--- src/rtl/pll_reconfig_seq.sv ---
// pll_reconfig_seq
//   Drives the Avalon-MM management port of the ram-clock PLL reconfiguration
//   block. A start pulse latches one frequency entry (M, K, C0). The sequencer
//   then writes the fixed eight-register table, pulses the PLL reset and waits
//   for lock, or gives up after a timeout.
// Ports
//   clk, reset                 management clock, async active-high reset
//   start, m_val/k_val/c_val   1-cycle request and the frequency words it latches
//   locked                     PLL lock (asynchronous, synchronised here)
//   mgmt_waitrequest           Avalon waitrequest from the reconfig block
//   mgmt_write/address/wdata   Avalon write master outputs
//   pll_reset                  PLL reset pulse, RST_CYCLES wide
//   busy                       high while a sequence is in progress
//   done                       1-cycle pulse when lock is achieved
//   lock_err                   sticky lock-timeout flag, cleared by start
module pll_reconfig_seq #(
  parameter int unsigned GAP_CYCLES   = 7,
  parameter int unsigned RST_CYCLES   = 8,
  parameter int unsigned LOCK_TIMEOUT = 5000000,
  parameter logic [31:0] N_VALUE      = 32'h10000,
  parameter logic [31:0] CP_VALUE     = 32'd1,
  parameter logic [31:0] BW_VALUE     = 32'd7
) (
  input  logic        clk,
  input  logic        reset,
  input  logic        start,
  input  logic [31:0] m_val,
  input  logic [31:0] k_val,
  input  logic [31:0] c_val,
  input  logic        locked,
  input  logic        mgmt_waitrequest,
  output logic        mgmt_write,
  output logic [5:0]  mgmt_address,
  output logic [31:0] mgmt_writedata,
  output logic        pll_reset,
  output logic        busy,
  output logic        done,
  output logic        lock_err
);

  localparam int unsigned GAP_W = (GAP_CYCLES > 0) ? $clog2(GAP_CYCLES + 1) : 1;
  localparam int unsigned RST_W = (RST_CYCLES > 0) ? $clog2(RST_CYCLES + 1) : 1;
  // The first GAP cycle is the mandatory write-low cycle, so a GAP of N
  // occupies N cycles (minimum one) and writes land N+1 cycles apart.
  localparam logic [GAP_W-1:0] GAP_LAST = GAP_W'((GAP_CYCLES > 0) ? GAP_CYCLES - 1 : 0);
  localparam logic [RST_W-1:0] RST_LAST = RST_W'((RST_CYCLES > 0) ? RST_CYCLES - 1 : 0);
  localparam logic [31:0]      TO_LAST  = 32'((LOCK_TIMEOUT > 0) ? LOCK_TIMEOUT - 1 : 0);

  typedef enum logic [2:0] {
    S_IDLE,
    S_WRITE,
    S_GAP,
    S_RST,
    S_LOCKWAIT
  } state_t;

  state_t           r_state, w_state_nxt;
  logic [2:0]       r_idx, w_idx_nxt;
  logic             r_restart, w_restart_nxt;
  logic             w_load, w_done_nxt, w_err_set;
  logic [31:0]      r_m, r_k, r_c;
  logic [5:0]       r_addr;
  logic [31:0]      r_wdata;
  logic [GAP_W-1:0] r_gap_cnt;
  logic [RST_W-1:0] r_rst_cnt;
  logic [31:0]      r_to_cnt;
  logic             r_lock_s1, r_lock_s2;
  logic             r_done, r_lock_err;

  function automatic logic [5:0] tbl_addr(input logic [2:0] i);
    case (i)
      3'd0:    return 6'd0;
      3'd1:    return 6'd4;
      3'd2:    return 6'd7;
      3'd3:    return 6'd3;
      3'd4:    return 6'd5;
      3'd5:    return 6'd9;
      3'd6:    return 6'd8;
      default: return 6'd2;
    endcase
  endfunction

  function automatic logic [31:0] tbl_data(input logic [2:0] i, input logic [31:0] m,
                                           input logic [31:0] k, input logic [31:0] c);
    case (i)
      3'd1:    return m;
      3'd2:    return k;
      3'd3:    return N_VALUE;
      3'd4:    return c;
      3'd5:    return CP_VALUE;
      3'd6:    return BW_VALUE;
      default: return '0;
    endcase
  endfunction

  always_ff @(posedge clk or posedge reset) begin
    if (reset) r_state <= S_IDLE;
    else       r_state <= w_state_nxt;
  end

  always_comb begin
    w_state_nxt   = r_state;
    w_idx_nxt     = r_idx;
    w_load        = 1'b0;
    w_restart_nxt = r_restart;
    w_done_nxt    = 1'b0;
    w_err_set     = 1'b0;
    case (r_state)
      S_IDLE: begin
        if (start) begin
          w_state_nxt = S_WRITE;
          w_idx_nxt   = '0;
          w_load      = 1'b1;
        end
      end
      S_WRITE: begin
        // A restart requested during a stalled write is remembered and only
        // taken once the write has been accepted.
        if (!mgmt_waitrequest) begin
          if (start || r_restart) begin
            w_state_nxt   = S_WRITE;
            w_idx_nxt     = '0;
            w_load        = 1'b1;
            w_restart_nxt = 1'b0;
          end else begin
            w_state_nxt = S_GAP;
          end
        end else if (start) begin
          w_restart_nxt = 1'b1;
        end
      end
      S_GAP: begin
        if (start) begin
          w_state_nxt = S_WRITE;
          w_idx_nxt   = '0;
          w_load      = 1'b1;
        end else if (r_gap_cnt == GAP_LAST) begin
          if (r_idx == 3'd7) begin
            w_state_nxt = S_RST;
          end else begin
            w_state_nxt = S_WRITE;
            w_idx_nxt   = r_idx + 3'd1;
            w_load      = 1'b1;
          end
        end
      end
      S_RST: begin
        if (start) begin
          w_state_nxt = S_WRITE;
          w_idx_nxt   = '0;
          w_load      = 1'b1;
        end else if (r_rst_cnt == RST_LAST) begin
          w_state_nxt = S_LOCKWAIT;
        end
      end
      S_LOCKWAIT: begin
        // Priority: restart, then lock, then timeout.
        if (start) begin
          w_state_nxt = S_WRITE;
          w_idx_nxt   = '0;
          w_load      = 1'b1;
        end else if (r_lock_s2) begin
          w_state_nxt = S_IDLE;
          w_done_nxt  = 1'b1;
        end else if (r_to_cnt >= TO_LAST) begin
          w_state_nxt = S_IDLE;
          w_err_set   = 1'b1;
        end
      end
      default: w_state_nxt = S_IDLE;
    endcase
  end

  always_ff @(posedge clk or posedge reset) begin
    if (reset) begin
      r_idx      <= '0;
      r_restart  <= 1'b0;
      r_m        <= '0;
      r_k        <= '0;
      r_c        <= '0;
      r_addr     <= '0;
      r_wdata    <= '0;
      r_gap_cnt  <= '0;
      r_rst_cnt  <= '0;
      r_to_cnt   <= '0;
      r_lock_s1  <= 1'b0;
      r_lock_s2  <= 1'b0;
      r_done     <= 1'b0;
      r_lock_err <= 1'b0;
    end else begin
      r_idx     <= w_idx_nxt;
      r_restart <= w_restart_nxt;
      r_lock_s1 <= locked;
      r_lock_s2 <= r_lock_s1;
      r_done    <= w_done_nxt;
      if (start) begin
        r_m <= m_val;
        r_k <= k_val;
        r_c <= c_val;
      end
      if (start)          r_lock_err <= 1'b0;
      else if (w_err_set) r_lock_err <= 1'b1;
      // Address/data are captured on entry to WRITE so a restart that
      // re-latches the words cannot disturb a stalled write.
      if (w_load) begin
        r_addr  <= tbl_addr(w_idx_nxt);
        r_wdata <= tbl_data(w_idx_nxt, r_m, r_k, r_c);
      end
      r_gap_cnt <= (r_state == S_GAP && w_state_nxt == S_GAP) ? r_gap_cnt + GAP_W'(1) : '0;
      r_rst_cnt <= (r_state == S_RST && w_state_nxt == S_RST) ? r_rst_cnt + RST_W'(1) : '0;
      if (r_state == S_LOCKWAIT && w_state_nxt == S_LOCKWAIT) begin
        if (r_to_cnt != '1) r_to_cnt <= r_to_cnt + 32'd1;
      end else begin
        r_to_cnt <= '0;
      end
    end
  end

  assign mgmt_write     = (r_state == S_WRITE);
  assign mgmt_address   = r_addr;
  assign mgmt_writedata = r_wdata;
  assign pll_reset      = (r_state == S_RST);
  assign busy           = (r_state != S_IDLE);
  assign done           = r_done;
  assign lock_err       = r_lock_err;

endmodule

--- config.mk ---
export PLATFORM = sky130hd
export DESIGN_NAME = pll_reconfig_seq
export DESIGN_NICKNAME = d
export VERILOG_FILES = /design/src/rtl/pll_reconfig_seq.sv
export SDC_FILE = /design/constraint.sdc
export NUM_CORES = 1
export LEC_CHECK = 0
export CAP_MARGIN = 20
export CORE_MARGIN = 4
export CORE_UTILIZATION = 35
export CTS_CLUSTER_SIZE = 10
export DETAILED_ROUTE_END_ITERATION = 8
export PLACE_DENSITY_LB_ADDON = 0.1
export SYNTH_ARGS = -nofsm -noshare
export SYNTH_HDL_FRONTEND = slang
export SYNTH_SLANG_ARGS = --single-unit
export TNS_END_PERCENT = 20
--- constraint.sdc ---
create_clock -name clk -period 8.91 [get_ports clk]
set_input_delay 2.2275 -clock clk [delete_from_list [all_inputs] [get_ports clk]]
set_output_delay 2.2275 -clock clk [all_outputs]
set_load 0.02 [all_outputs]
==> results of run 1 <==
## critical path: stages
cell	delay, ns
buf_4	0.22
nor4b_4	0.51
and3_2	0.32
o32a_1	0.44
buf_4	0.36
nand3_1	0.10
nand3_1	0.44
buf_4	0.37
o21ai_0	0.15
## per-stage QoR
stage	hold WS (ns)	std cells	setup slack, ns
final	0.3604	1204	4.045
after global routing	0.3742	1204	3.862
after CTS	0.3636	1202	4.080
after detailed placement	0.3465	1171	3.610
after global placement	0.3446	1171	3.738
after floorplan	0.3312	759	1.739
## Yosys cell counts, types with 3 or more instances
cell type	count	share of area [%]
xor2_1	17	1.8
nand4_1	14	1.0
and2_1	5	0.37
dfrtp_1	182	54
clkbuf_2	3	0.18
ha_1	5	0.74
nand2b_1	3	0.22
mux2_2	96	13
nor4b_1	22	2.3
mux2i_1	10	1.2
nor2b_1	5	0.37
inv_1	6	0.27
nand3b_1	4	0.35
o21ai_0	21	1.2
a311oi_1	20	2.1
buf_4	6	0.53
nor4_1	23	1.7
nor2_1	42	1.9
and3_1	4	0.29
a31oi_1	3	0.22
o21ai_1	21	1.2
buf_2	13	0.77
buf_6	6	0.80
xnor2_1	6	0.62
a22oi_1	9	0.80
clkbuf_1	27	1.2
nor3_1	7	0.41
nand3_1	17	1.0
nand2_1	98	4.3
a21oi_1	7	0.41
a211oi_1	4	0.35
## final timing paths
path | slack (ns) | from | cells past startpoint | end
hold reg to reg | 0.36 | r_lock_s1 | 0 | r_lock_s2
max in group asynchronous | 5.60 | reset | 4 | r_idx[0]
setup / recovery | 4.04 | start | 9 | mgmt_writedata[11]
hold / removal | 0.36 | r_lock_s1 | 0 | r_lock_s2
min in group asynchronous | 2.20 | reset | 2 | r_to_cnt[29]
setup reg to reg | 5.48 | r_state[1] | 8 | mgmt_writedata[11]
## flip-flops by register name, indices dropped and copies added (netlist names)
signal and cells:
r_c 32, r_k 32, r_to_cnt 32, r_restart 1, r_lock_s1 1, r_m 32
r_rst_cnt 4, r_state 3, lock_err 1, mgmt_writedata 32, r_lock_s2 1, done 1
r_gap_cnt 3, r_idx 3, mgmt_address 4
## per-layer routing
metal	up-vias	GRT usage [%]	wire length, microns
li1	2950	-	-
met1	3207	24.93	10750
met2	192	27.15	10800
met3	18	3.814	1184
met4	0	4.651	301
met5	-	0	0
## area by class of cell
class                   count  area, sq um
clock buffers              18        439.2
fillers                  2258        12930
clock inverters            13        128.9
inverters                   6        27.53
flip-flops and latches    182         4554
multi-input cells         515         3691
repair buffers            151         1516
well taps                 319        399.1
## kinds of logic (layout without fill, tap and decap cells)
logic type,count (synthesis),count (layout),synth area share (%)
multiplexers,106,106,13.91
XOR/XNOR,23,23,2.373
buffers and inverters,62,188,3.773
flip-flops,182,182,53.65
adder cells (fa/ha/maj),5,5,0.7369
AND/OR/NAND/NOR,262,262,16.27
AO/OA/AOI/OAI,108,108,9.241
other,1,11,0.04417
## report_power, final
part	total, mW	switching (mW)	internal, mW
clock	0.728	0.349	0.378
combinational	0.323	0.187	0.136
sequential	0.931	0.0497	0.881
total	1.98	0.586	1.40
==> results by group, run 1 <==
Run status
  • Run status: finished clean

STA
  • Final setup vio count: 0
  • Worst Tran Pin Value: 1.085 ns
  • Clock skew: 0.02172 ns
  • Final period util: 54.61%
  • Final hold vios: 0
  • Rel. slew slack: between 20% and 30%
  • Min cycle time layout: 4.865 ns
  • TNS Setup: 0 ns
  • Max Slew Vio Count: 0
  • FMAX: 0.2055 GHz
  • RSZ-0062 raised after global routing: no

Final layout
  • Layout cells sized above 1: 18.08%
  • Post-route cell area: 0.01076 sq mm
  • Diodes inserted: 0
  • Synthesis-to-layout area growth: 26.71%
  • Share of the core filled with cells: 45.42%
  • Final nets: 979
  • Commonest non-fill, non-tap cell in the layout: dfrtp_1
  • Most frequent cells in the layout: dfrtp_1 (182), clkdlybuf4s50_1 (140), nand2_1 (98), mux2_2 (96), nor2_1 (42)

Clocking
  • Root buffer cell: clkbuf_16
  • CTS tree: done
  • Post-CTS Hold Buffers: 0
  • Post-cts resize count: 0
  • Clock buffer depth: 2
  • Clock latency on the worst-skew pair: between 0.4 and 0.5 ns
  • Post-CTS Setup Repair Bufs: 0
  • Clk slew on worst S/H paths: 0.07 ns
  • CTS Sinks: 182
  • H-tree depth: 4
  • Number of buffers created by CTS: 17

GRT
  • Largest net degree at the start of global routing: 110
  • First-pass GRT wire length: between 30000 and 40000 microns
  • Initial antenna violation count: 0
  • GR Util All Layers: between 10% and 20%
  • Vias in the first global route: 6515
  • GRT overflow: 0

Synthesis
  • #FFs+latches synth: 182
  • Mapped Cells: 749
  • Post-synthesis cell area: ~0.0085 sq mm
  • Async S/R FF share, synth: 100.0%
  • Register area share after synthesis: 53.65%
  • Synth unique cells: 66
  • Synthesis warning total: 0
  • Syn avg cell area: 11.33 sq um
  • Number of enable flip-flop cells after synthesis: 0
  • Predominant post-synthesis flop cell: dfrtp_1

Floorplan
  • IO Count: 144
  • Die X: between 150 and 200 microns
  • Die area: approximately 0.027 sq mm
  • Num rows: 56
  • Die Span Y: 163.7 microns
  • Core ar.: 0.02368 sq mm
  • Initial Utilization: 35.85%

Power and ir drop
  • PD cells: roughly 180 mW/mm^2
  • Total Power: ~2.0 mW
  • VDD IR max: 0.1123 mV
  • Lkg Pwr: between 4 and 5 nW

Routing
  • Post-DRT Antenna Nets: 0
  • Vias: 6367
  • Vias per inst: 5.288
  • # DRC: 0
  • Total iterations of the first detailed-routing run: 5
  • Routed wire per std cell: 19.13 microns
  • DR iter-0 viols: approximately 280
  • DRT Wirelength: 23040 microns

Placed design
  • Port Buffer Count: 141
  • DP HPWL: approximately 16000 microns
  • Gp weighted congestion: just under 0.8
  • Placed cell area: 0.01014 sq mm

Min path
  • Worst Hold Class: reg -> reg

Worst setup path
  • WP data required: between 9 and 10 ns
  • Max FO, Critical Path: 26
  • Critical Path Source Type: input port
  • Critical path endpoint category: flip-flop
  • Worst EP arrival: 5.16 ns
  • Critical path class: in -> reg

Job
  • Maxcap violations: 0
Note: power is estimated with default switching activity, not from simulation.
==> run 2: changes to the inputs <==
==> constraint.sdc (replaced) <==
create_clock -name clk -period 4.3 [get_ports clk]
set_input_delay 1.075 -clock clk [delete_from_list [all_inputs] [get_ports clk]]
set_output_delay 1.075 -clock clk [all_outputs]
set_load 0.02 [all_outputs]
==> results by group, run 2 (same netlist as run 1, synthesis figures left out) <==
Run status
  • Run status: finished clean

Clocking
  • Post-cts resize count: 0
  • CTS tree: done
  • Post-CTS Setup Repair Bufs: 0
  • CTS Sinks: about 180
  • Number of buffers created by CTS: 17
  • Clock latency on the worst-skew pair: 0.43 ns
  • Post-CTS Hold Buffers: 0
  • Root buffer cell: clkbuf_16
  • Clk slew on worst S/H paths: 0.08 ns
  • H-tree depth: 4
  • Clock buffer depth: 2

GRT
  • Largest net degree at the start of global routing: 96
  • Vias in the first global route: 6730
  • First-pass GRT wire length: 36340 microns
  • Initial antenna violation count: 4
  • GRT overflow: 0
  • GR Util All Layers: 17.21%

STA
  • Final hold vios: 0
  • Max Slew Vio Count: 0
  • Min cycle time layout: 3.252 ns
  • Rel. slew slack: 30.35%
  • TNS Setup: 0 ns
  • Setup ws final: 1.048 ns
  • Clock skew: 0.01087 ns
  • RSZ-0062 raised after global routing: no
  • Final setup vio count: 0
  • Final period util: 75.63%
  • FMAX: 0.3075 GHz
  • Worst Tran Pin Value: 1.042 ns

Placed design
  • Place WS: 0.6053 ns
  • Port Buffer Count: around 140
  • Placed cell area: 0.01022 sq mm
  • DP HPWL: 15780 microns
  • DP Cell Count: 1178
  • Gp weighted congestion: 0.8166

Final layout
  • Most frequent cells in the layout: dfrtp_1 (182), clkdlybuf4s50_1 (140), nand2_1 (98), mux2_2 (96), nor2_1 (42)
  • Diodes inserted: 0
  • Commonest non-fill, non-tap cell in the layout: dfrtp_1
  • Post-route non-filler standard cell count: 1210
  • Synthesis-to-layout area growth: 27.13%
  • Post-route cell area: 0.01079 sq mm
  • Layout cells sized above 1: 18.63%
  • Final nets: about 980

Routing
  • DR iter-0 viols: 233
  • Post-DRT Antenna Nets: 0
  • Vias per inst: 5.193
  • Routed wire per std cell: ~19 microns
  • Total iterations of the first detailed-routing run: 4
  • DRT Wirelength: approximately 23000 microns
  • Vias: 6283
  • # DRC: 0

Floorplan
  • IO Count: 144
  • Core ar.: between 0.02 and 0.025 sq mm
  • Die area: 0.02681 sq mm
  • Die X: about 160 microns
  • Num rows: between 50 and 60
  • Die Span Y: 163.7 microns
  • Initial Utilization: 35.85%

Worst setup path
  • Critical Path Source Type: flip-flop
  • Critical path endpoint category: output pin
  • R2R Setup Slk: 1.39 ns
  • Critical path class: reg -> out
  • Max FO, Critical Path: 15
  • Worst setup endpoint: mgmt_write
  • R2R depth: 9
  • Worst R2R End: mgmt_writedata[30]
  • Critical path origin: r_state[0]
  • Worst EP arrival: 2.18 ns
  • Worst flop-to-flop path startpoint: r_gap_cnt[0]
  • WP data required: around 3.2 ns

Power and ir drop
  • PD cells: about 380 mW/mm^2
  • Lkg Pwr: 4.363 nW
  • Total Power: 4.118 mW
  • VDD IR max: 0.2364 mV

Min path
  • Worst Hold Class: reg -> reg

Job
  • Maxcap violations: 0
-- run 2: power by group --
| group | internal (mW) | leakage [nW] | total (mW) | switching [mW] |
|---|---|---|---|---|
| clock | 0.785 | 0.281 | 1.52 | 0.732 |
| combinational | 0.291 | 1.79 | 0.676 | 0.385 |
| sequential | 1.83 | 2.29 | 1.92 | 0.0989 |
-- run 2: how the worst min path moves through the flow --
stage | to | slack [ns] | start | cells after the start
after floorplan | r_lock_s2 | 0.33 | r_lock_s1 | 0
after global placement | r_lock_s2 | 0.34 | r_lock_s1 | 0
after detailed placement | r_lock_s2 | 0.35 | r_lock_s1 | 0
after CTS | r_lock_s2 | 0.37 | r_lock_s1 | 0
after global routing | r_lock_s2 | 0.37 | r_lock_s1 | 0
final | r_lock_s2 | 0.36 | r_lock_s1 | 0
-- run 2: final cells by class --
type	count	area [sq um]
clock buffers	18	439.2
clock inverters	14	136.4
fillers	2277	12890
inverters	6	26.28
multi-input cells	515	3691
flip-flops and latches	182	4554
well taps	319	399.1
repair buffers	156	1546
-- run 2: worst max-delay path, cell delays in order, from the launching register on --
cell	delay [ns]
dfrtp_1	0.65
nor3b_1	0.42
clkdlybuf4s50_1	0.69
-- run 2: metrics by stage --
| stage | utilization, % | hold WS (ns) |
|---|---|---|
| floorplan | - | 0.3312 |
| finish | 45.57 | 0.3610 |
| global route | 45.57 | 0.3734 |
| global placement | 43.14 | 0.3404 |
| detailed placement | 43.14 | 0.3496 |
| CTS | 45.57 | 0.3675 |
-- run 2: routing by layer --
layer | part of all wire [%] | track usage, % | up-vias | wire length (microns)
met5 | 0.23 | 0 | - | 53
met4 | 1.7 | 5.376 | 8 | 390
li1 | - | - | 2957 | -
met3 | 7.8 | 5.772 | 32 | 1759
met1 | 44 | 22.22 | 3110 | 10020
met2 | 46 | 27.49 | 176 | 10470
==> run 3: changes to the inputs <==
==> constraint.sdc (replaced) <==
create_clock -name clk -period 2.9 [get_ports clk]
set_input_delay 0.725 -clock clk [delete_from_list [all_inputs] [get_ports clk]]
set_output_delay 0.725 -clock clk [all_outputs]
set_load 0.02 [all_outputs]
==> results by group, run 3 (same netlist as run 1, synthesis figures left out) <==
Routing
  • DRT Wirelength: 24120 microns
  • Total iterations of the first detailed-routing run: 5
  • DR iter-0 viols: 318
  • Routed wire per std cell: about 20 microns
  • # DRC: 0
  • Vias: 6646
  • Vias per inst: 5.351
  • Post-DRT Antenna Nets: 0

Power and ir drop
  • Lkg Pwr: 4.594 nW
  • PD cells: 582.4 mW/mm^2
  • VDD IR max: between 0.2 and 0.3 mV

STA
  • Final period util: 95.94%
  • Final setup vio count: 0
  • TNS Setup: 0 ns
  • Max Slew Vio Count: 0
  • RSZ-0062 raised after global routing: no
  • Worst Tran Pin Value: 1.013 ns
  • Fin Hold WS: 0.3684 ns
  • Setup ws final: 0.1178 ns
  • Clock skew: 0.01224 ns
  • Rel. slew slack: 32.49%
  • Final hold vios: 0
  • Min cycle time layout: 2.782 ns
  • FMAX: 0.3594 GHz

Worst setup path
  • Crit path max-delay family: buffers and inverters
  • Worst EP arrival: 2.06 ns
  • R2R depth: 8
  • CP Cell Sequence: nor3b_2 -> clkdlybuf4s50_1
  • WP data required: 2.17 ns
  • Max FO, Critical Path: 15
  • Buf/Inv on CP: 1
  • Delay of the slowest critical-path stage: ~0.66 ns
  • Critical path class: reg -> out
  • Worst R2R End: mgmt_writedata[3]
  • Critical Path Source Type: flip-flop
  • R2R Setup Slk: 0.16 ns
  • Slowest CP cell: clkdlybuf4s50_1
  • Worst flop-to-flop path startpoint: r_state[1]
  • Critical path endpoint category: output pin

GRT
  • GR Util All Layers: 18.11%
  • First-pass GRT wire length: 38130 microns
  • Largest net degree at the start of global routing: 77
  • GRT overflow: 0
  • Vias in the first global route: 7064
  • Initial antenna violation count: 1

Floorplan
  • Initial Utilization: 35.85%
  • Die area: 0.02681 sq mm
  • Die X: around 160 microns
  • Num rows: 56
  • Core ar.: 0.02368 sq mm
  • Die Span Y: 163.7 microns
  • IO Count: approximately 140

Clocking
  • CTS Sinks: roughly 180
  • Clock buffer depth: 2
  • Number of buffers created by CTS: 17
  • CTS tree: done
  • Clk slew on worst S/H paths: 0.07 ns
  • Root buffer cell: clkbuf_16
  • Clock latency on the worst-skew pair: 0.43 ns
  • H-tree depth: 4
  • Post-CTS Setup Repair Bufs: 0

Run status
  • Run status: finished clean

Min path
  • Worst hold endpoint: r_lock_s2
  • Worst hold stages: 0
  • Hold wc startpoint: r_lock_s1
  • Worst Hold Class: reg -> reg

Placed design
  • Place WS: -0.2944 ns
  • DP HPWL: 16870 microns
  • Gp weighted congestion: 0.8106
  • Port Buffer Count: 141
  • DP Cell Count: around 1200

Job
  • Maxcap violations: 0

Final layout
  • Share of the core filled with cells: 47.38%
  • Most frequent cells in the layout: dfrtp_1 (182), clkdlybuf4s50_1 (140), nand2_1 (98), mux2_2 (96), nor2_1 (42)
  • FILL cells: ~2200
  • Commonest non-fill, non-tap cell in the layout: dfrtp_1
  • Layout cells sized above 1: about a fifth
  • Final nets: 1016
  • Post-route non-filler standard cell count: 1242
  • Synthesis-to-layout area growth: 32.19%
## run 3: cell count changes in the layout (fill, tap and decap cells not counted), sizes merged
cell,previous run,this run
inv,12,10
bufinv,0,4
buf,16,47
nor3,9,10
diode,0,1
clkinv,6,3
## run 3: worst register-to-register path, delay by kind of cell, from the launching register on
family                 cells  cell delay [ns]
AO/OA/AOI/OAI              3             0.75
buffers and inverters      2             0.52
flip-flops                 1             0.63
AND/OR/NAND/NOR            3             0.72
## run 3: timing repair
item / 4_1_cts / 5_1_grt
cloned: 0 / 1
setup endpoints to repair: 1 / 20
pin swaps: 0 / 1
gates resized for setup: 1 / 1
hold buffers: 0 / 0
## run 3: how the worst max path moves through the flow
stage	from	endpoint	slack, ns	cells after the start
after global placement	mgmt_waitrequest	mgmt_writedata[30]	-0.21	8
after detailed placement	mgmt_waitrequest	mgmt_writedata[8]	-0.29	7
after global routing	r_state[0]	mgmt_write	0.003	2
after CTS	r_gap_cnt[0]	mgmt_writedata[8]	0.04	8
after floorplan	reset	done	-0.16	1
final	r_state[0]	mgmt_write	0.12	2
## run 3: power breakdown
part | total [mW] | leakage (nW) | internal [mW] | switching (mW)
combinational | 1.20 | 2.00 | 0.557 | 0.645
clock | 2.48 | 0.302 | 1.46 | 1.03
sequential | 2.85 | 2.29 | 2.71 | 0.143
total | 6.54 | 4.59 | 4.72 | 1.82
## run 3: layer usage
| layer | share of wire, % | routed length, microns | GRT usage [%] |
|---|---|---|---|
| met3 | 6.5 | 1576 | 5.220 |
| met4 | 1.7 | 420 | 5.337 |
| met5 | 0 | 0 | 0 |
| met1 | 43 | 10400 | 23.75 |
| met2 | 49 | 11720 | 29.31 |
## run 3: final cells by class
cell class                      count  area (sq um)  area share, %
Sequential cell                   182          4554          40.58
Multi-Input combinational cell    516          3712          33.08
Timing Repair Buffer              187          1904          16.97
Clock buffer                       18         429.2          3.824
Tap cell                          319         399.1          3.557
Clock inverter                     13         193.9          1.728
Inverter                            6         26.28         0.2341
Antenna cell                        1         2.502        0.02230
## run 3: per-stage QoR
| step | cell area (sq um) | total power, mW |
|---|---|---|
| floorplan | 8531 | 3.483 |
| global placement | 10580 | 4.035 |
| detailed placement | 10580 | 4.067 |
| CTS | 11200 | 6.575 |
| global route | 11220 | 6.829 |
| finish | 11220 | 6.536 |
